$ cat src/rtl/life_pkg.sv
// Shared board geometry and sequencer state encoding for the Life display block.
package life_pkg;

    localparam int BOARD_ROWS = 8;
    localparam int BOARD_COLS = 8;
    localparam int BOARD_BITS = BOARD_ROWS * BOARD_COLS;
    localparam int ROW_W      = $clog2(BOARD_ROWS);

    typedef enum logic [1:0] {
        ST_IDLE    = 2'd0,
        ST_ISSUE   = 2'd1,
        ST_CAPTURE = 2'd2
    } life_state_t;

    function automatic logic [BOARD_ROWS-1:0] row_onehot(input logic [ROW_W-1:0] row);
        return {{(BOARD_ROWS-1){1'b0}}, 1'b1} << row;
    endfunction

endpackage

$ cat src/rtl/life_row_scan.sv
// Multiplexed LED row scanner: steps through the board rows, holding each for SCAN_CYCLES clocks.
module life_row_scan
    import life_pkg::*;
#(
    parameter int SCAN_CYCLES = 1200
) (
    input  logic                  clk,
    input  logic                  reset,
    input  logic [BOARD_BITS-1:0] board,
    output logic [BOARD_ROWS-1:0] row_sel,
    output logic [BOARD_COLS-1:0] col_data
);

    localparam int SCAN_W = (SCAN_CYCLES > 1) ? $clog2(SCAN_CYCLES) : 1;
    localparam logic [SCAN_W-1:0] SCAN_LAST = SCAN_W'(SCAN_CYCLES - 1);

    logic [SCAN_W-1:0] scan_cnt;
    logic [ROW_W-1:0]  row;

    always_ff @(posedge clk or posedge reset) begin
        if (reset) begin
            scan_cnt <= '0;
            row      <= '0;
        end else if (scan_cnt == SCAN_LAST) begin
            scan_cnt <= '0;
            row      <= row + 1'b1;
        end else begin
            scan_cnt <= scan_cnt + 1'b1;
        end
    end

    // Column data follows the live board so a fresh capture shows up immediately.
    assign row_sel  = row_onehot(row);
    assign col_data = board[row*BOARD_COLS +: BOARD_COLS];

endmodule

$ cat src/rtl/life_sequencer.sv
// Generation sequencer: hands the board to an external rule stage, captures the result,
// and drives a scanned LED matrix from the current board.
module life_sequencer
    import life_pkg::*;
#(
    parameter int TICK_CYCLES = 12000000,
    parameter int SCAN_CYCLES = 1200
) (
    input  logic                  clk,
    input  logic                  reset,
    input  logic                  seed_valid,
    input  logic [BOARD_BITS-1:0] seed_bits,
    output logic                  seed_ready,
    input  logic                  run,
    input  logic                  step,
    input  logic [BOARD_BITS-1:0] next_bits,
    output logic                  update,
    output logic [BOARD_BITS-1:0] current_bits,
    output logic [15:0]           gen_count,
    output logic                  stable,
    output logic [BOARD_ROWS-1:0] row_sel,
    output logic [BOARD_COLS-1:0] col_data
);

    localparam int TICK_W = $clog2(TICK_CYCLES);
    localparam logic [TICK_W-1:0] TICK_LAST = TICK_W'(TICK_CYCLES - 1);

    life_state_t       state, state_nxt;
    logic [TICK_W-1:0] tick_cnt;
    logic              tick_last;
    logic              seed_fire;

    assign tick_last  = (tick_cnt == TICK_LAST);
    assign seed_ready = (state == ST_IDLE);
    assign seed_fire  = seed_valid && seed_ready;

    always_ff @(posedge clk or posedge reset) begin
        if (reset) state <= ST_IDLE;
        else       state <= state_nxt;
    end

    // A seed in the same cycle as a start request wins; the start is dropped, not deferred.
    always_comb begin
        state_nxt = state;
        update    = 1'b0;
        case (state)
            ST_IDLE: begin
                if (!seed_fire && ((run && tick_last) || (step && !run)))
                    state_nxt = ST_ISSUE;
            end
            ST_ISSUE: begin
                update    = 1'b1;
                state_nxt = ST_CAPTURE;
            end
            ST_CAPTURE: state_nxt = ST_IDLE;
            default:    state_nxt = ST_IDLE;
        endcase
    end

    // Tick holds its value while a generation is in flight with run still high.
    always_ff @(posedge clk or posedge reset) begin
        if (reset)                        tick_cnt <= '0;
        else if (seed_fire || !run)       tick_cnt <= '0;
        else if (state == ST_IDLE)        tick_cnt <= tick_last ? '0 : tick_cnt + 1'b1;
    end

    always_ff @(posedge clk or posedge reset) begin
        if (reset) begin
            current_bits <= '0;
            gen_count    <= '0;
            stable       <= 1'b0;
        end else if (seed_fire) begin
            current_bits <= seed_bits;
            gen_count    <= '0;
            stable       <= 1'b0;
        end else if (state == ST_CAPTURE) begin
            current_bits <= next_bits;
            gen_count    <= gen_count + 16'd1;
            stable       <= (next_bits == current_bits);
        end
    end

    life_row_scan #(
        .SCAN_CYCLES(SCAN_CYCLES)
    ) u_scan (
        .clk     (clk),
        .reset   (reset),
        .board   (current_bits),
        .row_sel (row_sel),
        .col_data(col_data)
    );

endmodule
$ cat config.mk
export PLATFORM = sky130hd
export DESIGN_NAME = life_sequencer
export DESIGN_NICKNAME = d
export VERILOG_FILES = /design/src/rtl/life_pkg.sv /design/src/rtl/life_row_scan.sv /design/src/rtl/life_sequencer.sv
export SDC_FILE = /design/constraint.sdc
export NUM_CORES = 1
export LEC_CHECK = 0
export CAP_MARGIN = 20
export CORE_ASPECT_RATIO = 1.4
export CORE_UTILIZATION = 50
export DETAILED_ROUTE_END_ITERATION = 8
export GPL_ROUTABILITY_DRIVEN = 0
export PLACE_DENSITY = 0.94
export SLEW_MARGIN = 20
export SYNTH_ARGS = -nofsm -noshare
export SYNTH_HDL_FRONTEND = slang
export SYNTH_SLANG_ARGS = --single-unit
$ cat constraint.sdc
create_clock -name clk -period 6.8 [get_ports clk]
set_clock_uncertainty 0.2 [all_clocks]
set_input_delay 1.02 -clock clk [delete_from_list [all_inputs] [get_ports clk]]
set_output_delay 1.02 -clock clk [all_outputs]
set_load 0.02 [all_outputs]
==> results.yml <==
sta:
  tns_ns: 0
  hold_ws_ns: 0.2792
  setup_violations: 0
  rsz0062_at_grt: "no"
  hold_violations: 0
  slew_violations: 0
  period_needed_ns: 3.870
  slew_headroom_pct: 34.04
  fin_crit_sh_pct: 56.92
  tightest_slew_ns: 0.9893
  fmax_mhz: 258.4
route:
  route.detailed.drc: 0
  via_count: 6693
  detail-route-antenna-nets: 0
  drtPass1Iterations: 5
  drt_iter0_drc: 484
  wl_um: 22990
  via_per_inst: 5.856
  wl_per_cell_um: 20.11
place:
  dp_hpwl_um: 16790
  portBuffers: 231
  placed_cells: 1110
clock_tree:
  cts_root_buffer: "clkbuf_16"
  cts_sinks: 121
  clock_latency_ns: 0.41
  cts_buffer_depth: 2
  tritoncts: "yes"
  htreeDepth: 4
  cts-buffers-inserted: 17
  ctsHoldBuffers: 0
  post_cts_buffers: 0
  clkTransAtPathRegs_ns: 0.06
  cts_resized: 0
die:
  die_w_um: 100.7
  core_um2: 13330
  fp.dieH_um: 140.2
  die_area_um2: 14130
  io_pins: 232
  num_rows: 50
  initial_core_util_pct: 51.21
layout:
  final_cell_mix: "231 x clkdlybuf4s50_1, 189 x nand2_1, 121 x dfrtp_1"
  final_cells: 1143
  drive_gt1_share_pct: 7.708
  finalNetCount: 1089
  layout_commonest_cell: "clkdlybuf4s50_1"
  area_growth_pct: 44.92
yosys:
  synth_area_per_cell_um2: 9.425
  synth-warning-count: 0
  async_flop_share_pct: 100.0
  synthesis.area_um2: 6824
  ys_seq_elements: 121
  ys_seq_area_share_pct: 44.37
  yosysUniqueCellTypes: 48
  synthCells: 724
  synth_fp_nets: 866
  synthFlopType: "dfrtp_1"
  synth_edf_count: 0
global_route:
  antenna_found_initial: 1
  grt.total_usage_pct: 33.04
  overflow: 0
  grt_max_degree: 73
  grt_pass1_vias: 6587
  grt_pass1_wl_um: 35260
critical_path:
  reg2reg_to: "gen_count[6]$_DFFE_PP0P_"
  crit_fanout: 11
  critPathKind: "register to output port"
  path_common_cell: "nand2_1"
  cp_slowest_cell: "dfrtp_1"
  worst-path-buf-inv: 2
  start_kind: "register"
  r2r_start: "state[0]$_DFFE_PP0P_"
  r2r_slack_ns: 3.83
  crit_family: "buffers and inverters"
  path_cells: "buf_8 -> mux4_2 -> nand2_1 -> nand2_1 -> clkdlybuf4s50_1"
  crit_required_ns: 5.58
  path_depth: 5
  slowest_delay_ns: 0.67
  critPathCaptureType: "output port"
  worst_ep_arrival_time_ns: 2.65
  ff2ff_path_depth: 7
power_and_ir_drop:
  worst_ir_drop_vdd_mv: 0.1985
  p_per_area_nw_per_um2: 236.1
  p_total_mw: 2.335
  p_leak_nw: 4.167
hold_path:
  hold-path-cell-count: 2
  min_from: "stable$_DFFE_PP0P_"
  min_to: "stable$_DFFE_PP0P_"
  hold_path.class: "register to register"
run_status:
  status: "finished, final reports clean"
flow_run:
  cap_violations: 0
## power by group
group | total, mW | switching, mW | internal (mW)
logic | 0.564 | 0.283 | 0.281
registers | 0.872 | 0.0933 | 0.779
clock network | 0.898 | 0.333 | 0.565
total | 2.33 | 0.709 | 1.63
## registers in the layout (all words and copies together), names as in the netlist
register,cells
current_bits,64
tick_cnt,24
gen_count,16
u_scan.scan_cnt,11
u_scan.row,3
state,2
stable,1
## worst max-delay path by stage
stage | to | startpoint | slack, ns
6_report | col_data[0] | u_scan.row[0]$_DFFE_PP0N_ | 2.93
5_1_grt | col_data[0] | u_scan.row[0]$_DFFE_PP0N_ | 2.82
4_1_cts | col_data[0] | u_scan.row[0]$_DFFE_PP0N_ | 2.90
3_5_place_dp | gen_count[6]$_DFFE_PP0P_ | seed_valid | 3.10
3_3_place_gp | col_data[0] | u_scan.row[0]$_DFFE_PP0N_ | 3.05
2_1_floorplan | current_bits[0]$_DFFE_PP0P_ | reset | 2.37
## Yosys cell counts, types with 5 or more instances
cell type	n	area, um2
nor2_1	28	105.1
clkbuf_1	27	101.4
a22oi_1	64	480.5
o21ai_0	11	55.05
nand2_1	189	709.4
dfrtp_1	121	3028
inv_1	17	63.81
nor2b_1	14	87.58
ha_1	9	112.6
mux4_2	16	360.4
nor2_2	10	62.56
xnor2_1	61	534.3
nand2b_1	9	56.30
nand3_1	21	105.1
and3_1	7	43.79
xor2_1	18	157.7
and2_1	5	31.28
nor3_1	11	55.05
nor4_1	13	81.33
mux2i_1	10	100.1
nand4_1	21	131.4
## cells by family after synthesis
family | after synthesis | share of synthesized area, %
flops | 121 | 44.37
mux | 27 | 6.912
fa+ha+maj | 9 | 1.650
buf+inv | 51 | 3.117
xor+xnor | 79 | 10.14
compound gates | 99 | 10.87
simple gates | 338 | 22.94
## layer usage
metal / vias up / routed length (um) / track usage, %
met5: - / 0 / 0
met4: 0 / 1463 / 19.68
met3: 98 / 1557 / 5.938
met2: 370 / 11770 / 57.21
met1: 3241 / 8198 / 37.62
li1: 2984 / - / -
## stage by stage
stage / instance area [um2] / setup WS [ns] / utilization, %
2_1_floorplan: 6824 / 2.366 / -
3_3_place_gp: 9275 / 3.045 / 69.61
3_5_place_dp: 9290 / 3.099 / 69.72
4_1_cts: 9881 / 2.901 / 74.15
5_1_grt: 9889 / 2.822 / 74.22
6_report: 9889 / 2.930 / 74.22
## tightest hold or removal path, cell delays in order, from the launching register on
cell and delay, ns:
dfrtp_1 0.33, nand2_1 0.05, o21ai_0 0.06
## final cells by class
type,instances,area (um2)
multi-input combinational,552,3606
fill,890,3436
inverter,18,70.07
timing repair buffer,237,2365
clock buffer,20,466.7
antenna,1,2.502
clock inverter,12,123.9
tap,182,227.7
sequential,121,3028
(Power assumes the default switching activity.)
==> RTL edit: new RTL, same settings <==
Put one more register stage on the output `gen_count`, cleared by the reset. The value now appears one clock later. The other outputs are not delayed to match.
--- a/src/rtl/life_sequencer.sv
+++ b/src/rtl/life_sequencer.sv
@@ -24,6 +24,8 @@
 
     localparam int TICK_W = $clog2(TICK_CYCLES);
     localparam logic [TICK_W-1:0] TICK_LAST = TICK_W'(TICK_CYCLES - 1);
+
+    logic [15:0] gen_count_s0;
 
     life_state_t       state, state_nxt;
     logic [TICK_W-1:0] tick_cnt;
@@ -67,15 +69,15 @@
     always_ff @(posedge clk or posedge reset) begin
         if (reset) begin
             current_bits <= '0;
-            gen_count    <= '0;
+            gen_count_s0 <= '0;
             stable       <= 1'b0;
         end else if (seed_fire) begin
             current_bits <= seed_bits;
-            gen_count    <= '0;
+            gen_count_s0 <= '0;
             stable       <= 1'b0;
         end else if (state == ST_CAPTURE) begin
             current_bits <= next_bits;
-            gen_count    <= gen_count + 16'd1;
+            gen_count_s0 <= gen_count_s0 + 16'd1;
             stable       <= (next_bits == current_bits);
         end
     end
@@ -90,4 +92,12 @@
         .col_data(col_data)
     );
 
+    always_ff @(posedge clk or posedge reset) begin
+        if (reset) begin
+            gen_count <= '0;
+        end else begin
+            gen_count <= gen_count_s0;
+        end
+    end
+
 endmodule
Check against the original RTL: not equivalent (a bounded check fails within 4 cycles, from zero or initial values and one cycle with reset high).
==> RTL edit against the original RTL <==
Design area rose by 4.6%; area after synthesis rose by 6.4%; clock power rose by 11%; sequential power rose by 13%; setup slack got worse by 150 ps; synthesized cell count rose by 2.6%; power rose by 8.8%; routed wire length rose by 8.3%; non-clock buffer count fell by 1; final cell count rose by 1.7%; sequential cell count rose by 16.
==> RTL edit: results (changes against the original RTL) <==
placed cell areas: 9700 µm² (+4.4%)
shortest period the worst path allows: 4020 ps (+145 ps)
Final Max Slew Viols: 0 (unchanged)
fraction of layout cells with a size suffix above 1: 0.0738 (-0.00331)
final hold slack: 201 ps (-78.4 ps)
clock transition at the register clock pins on the worst setup and hold paths after CTS: 60 ps (about the same)
adder and majority cell fraction of the synthesized area: 0.0155 (-0.000995)
critical path endpoint: col_data[5]
# nets final: 1106 (+1.6%)
registers with the most flip-flops: current_bits x64, tick_cnt x24
top metal layer carrying routed signals: met4
worst endpoint data arrival time: 2800 ps (+150 ps)
worst reg2reg startpoint: state[1]$_DFFE_PP0P_
setup fix buffers added after clock tree synthesis: 0 (unchanged)
Synth Warn #: 0 (unchanged)
average wire per standard cell: 21.4 µm (+6.5%)
slew at the pin with the worst max-slew slack: 1030 ps (+37.1 ps)
first-pass GRT wire length: 37700 µm (+6.8%)
Setup crit start: u_scan.row[0]$_DFFE_PP0N_
via count of the first global-routing pass: 6924 (+5.1%)
fill cell total of the finished layout: 928 (+4.3%)
insertion delay of the later-clocked pin in the worst-skew pair: 430 ps (+20 ps)
endpoint class of the critical path: output pin
via density per instance: 6.04 (+3.2%)
met2 wirelength from detailed routing: 12100 µm (+2.7%)
Distinct cells, synth: 54 (+13%)
run status: complete, no violations
share of flip-flops with an asynchronous set or reset: 1.00 (unchanged)
maximum ir drop on the vdd rail: 0.123 mV (-38%)
detailed-placement wirelength estimate: 17700 µm (+5.6%)
I/O Buffers: 231 (unchanged)
syn nets: 885 (+2.2%)
fraction of the mapped netlist area in compound gates: 0.107 (-0.00173)
antenna violations before repair: 0 (-1)
Worst path max stage delay: 1010 ps (+340 ps)
count of vias placed by the detailed router: 7023 (+4.9%)
setup slack of the worst register-to-register path: 4080 ps (+250 ps)
largest fanout of any net on the critical path: 19 (+8)
cell count of the worst reg-to-reg path: 6 (-1)
DRT met1 WL: 8990 µm (+9.6%)
largest net degree at the start of global routing: 74 (+1.4%)
cell count after placement: 1130 (+1.8%)
fraction of synthesized area in multiplexers: 0.0581 (-0.0111)
sequential area share after synthesis: 0.472 (+0.0284)
dominant cells by area after synthesis: sky130_fd_sc_hd__dfrtp_1 47%, sky130_fd_sc_hd__nand2_1 9.1%, sky130_fd_sc_hd__xnor2_1 7.6%
Worst R2R End: stable$_DFFE_PP0P_
number of violations reported at the end of detailed-routing iteration 0: 724 (+50%)
total leakage power: 4.35 nW (+4.4%)
met3 WL: 2360 µm (+52%)
Post-Synth XOR/XNOR Area: 0.0953 (-0.00611)
mean post-synth cell area: 9.77 µm² (+3.7%)
global router's overall resource usage: 0.332 (+0.00130)
Synth top cells by count: 176 x sky130_fd_sc_hd__nand2_1, 137 x sky130_fd_sc_hd__dfrtp_1, 63 x sky130_fd_sc_hd__xnor2_1
worst setup slack before clock tree synthesis: 3210 ps (+106 ps)
-- RTL edit: kinds of logic after synthesis --
| family | count (synthesis) |
|---|---|
| multiplexers | 22 |
| adder cells (fa/ha/maj) | 9 |
| buffers and inverters | 57 |
| AO/OA/AOI/OAI | 108 |
| AND/OR/NAND/NOR | 331 |
| XOR/XNOR | 79 |
| flip-flops | 137 |
-- RTL edit: how the worst min path moves through the flow --
stage / from / endpoint / cells past startpoint
2_1_floorplan: gen_count_s0[15]$_DFFE_PP0P_ / gen_count[15]$_DFF_PP0_ / 0
3_3_place_gp: gen_count_s0[15]$_DFFE_PP0P_ / gen_count[15]$_DFF_PP0_ / 0
3_5_place_dp: gen_count_s0[15]$_DFFE_PP0P_ / gen_count[15]$_DFF_PP0_ / 0
4_1_cts: gen_count_s0[15]$_DFFE_PP0P_ / gen_count[15]$_DFF_PP0_ / 0
5_1_grt: gen_count_s0[15]$_DFFE_PP0P_ / gen_count[15]$_DFF_PP0_ / 0
6_report: gen_count_s0[15]$_DFFE_PP0P_ / gen_count[15]$_DFF_PP0_ / 0
-- RTL edit: power by group --
| group | switching, mW | internal, mW | total [mW] | leakage (nW) |
|---|---|---|---|---|
| sequential | 0.112 | 0.875 | 0.986 | 1.78 |
| combinational | 0.277 | 0.283 | 0.560 | 2.27 |
| clock | 0.352 | 0.640 | 0.993 | 0.304 |
-- RTL edit: critical path: cells and delay by family, from the launching register on --
kind / cells / cell delay, ps
buffers and inverters: 1 / 540
flip-flops: 1 / 1010
multiplexers: 1 / 620
AND/OR/NAND/NOR: 2 / 190
-- RTL edit: area by class of cell --
type	count	area (µm²)	area share
multi-input combinational	549	3600	0.348
timing repair buffer	236	2350	0.227
clock inverter	11	170	0.0165
antenna	1	2.50	0.000242
tap	185	231	0.0224
sequential	137	3430	0.332
clock buffer	20	467	0.0451
inverter	23	91.3	0.00883
-- RTL edit: layer usage --
layer | global-route usage | vias to the layer above
li1 | - | 3038
met1 | 0.401 | 3363
met2 | 0.545 | 504
met3 | 0.0811 | 118
met4 | 0.189 | 0
met5 | 0 | -
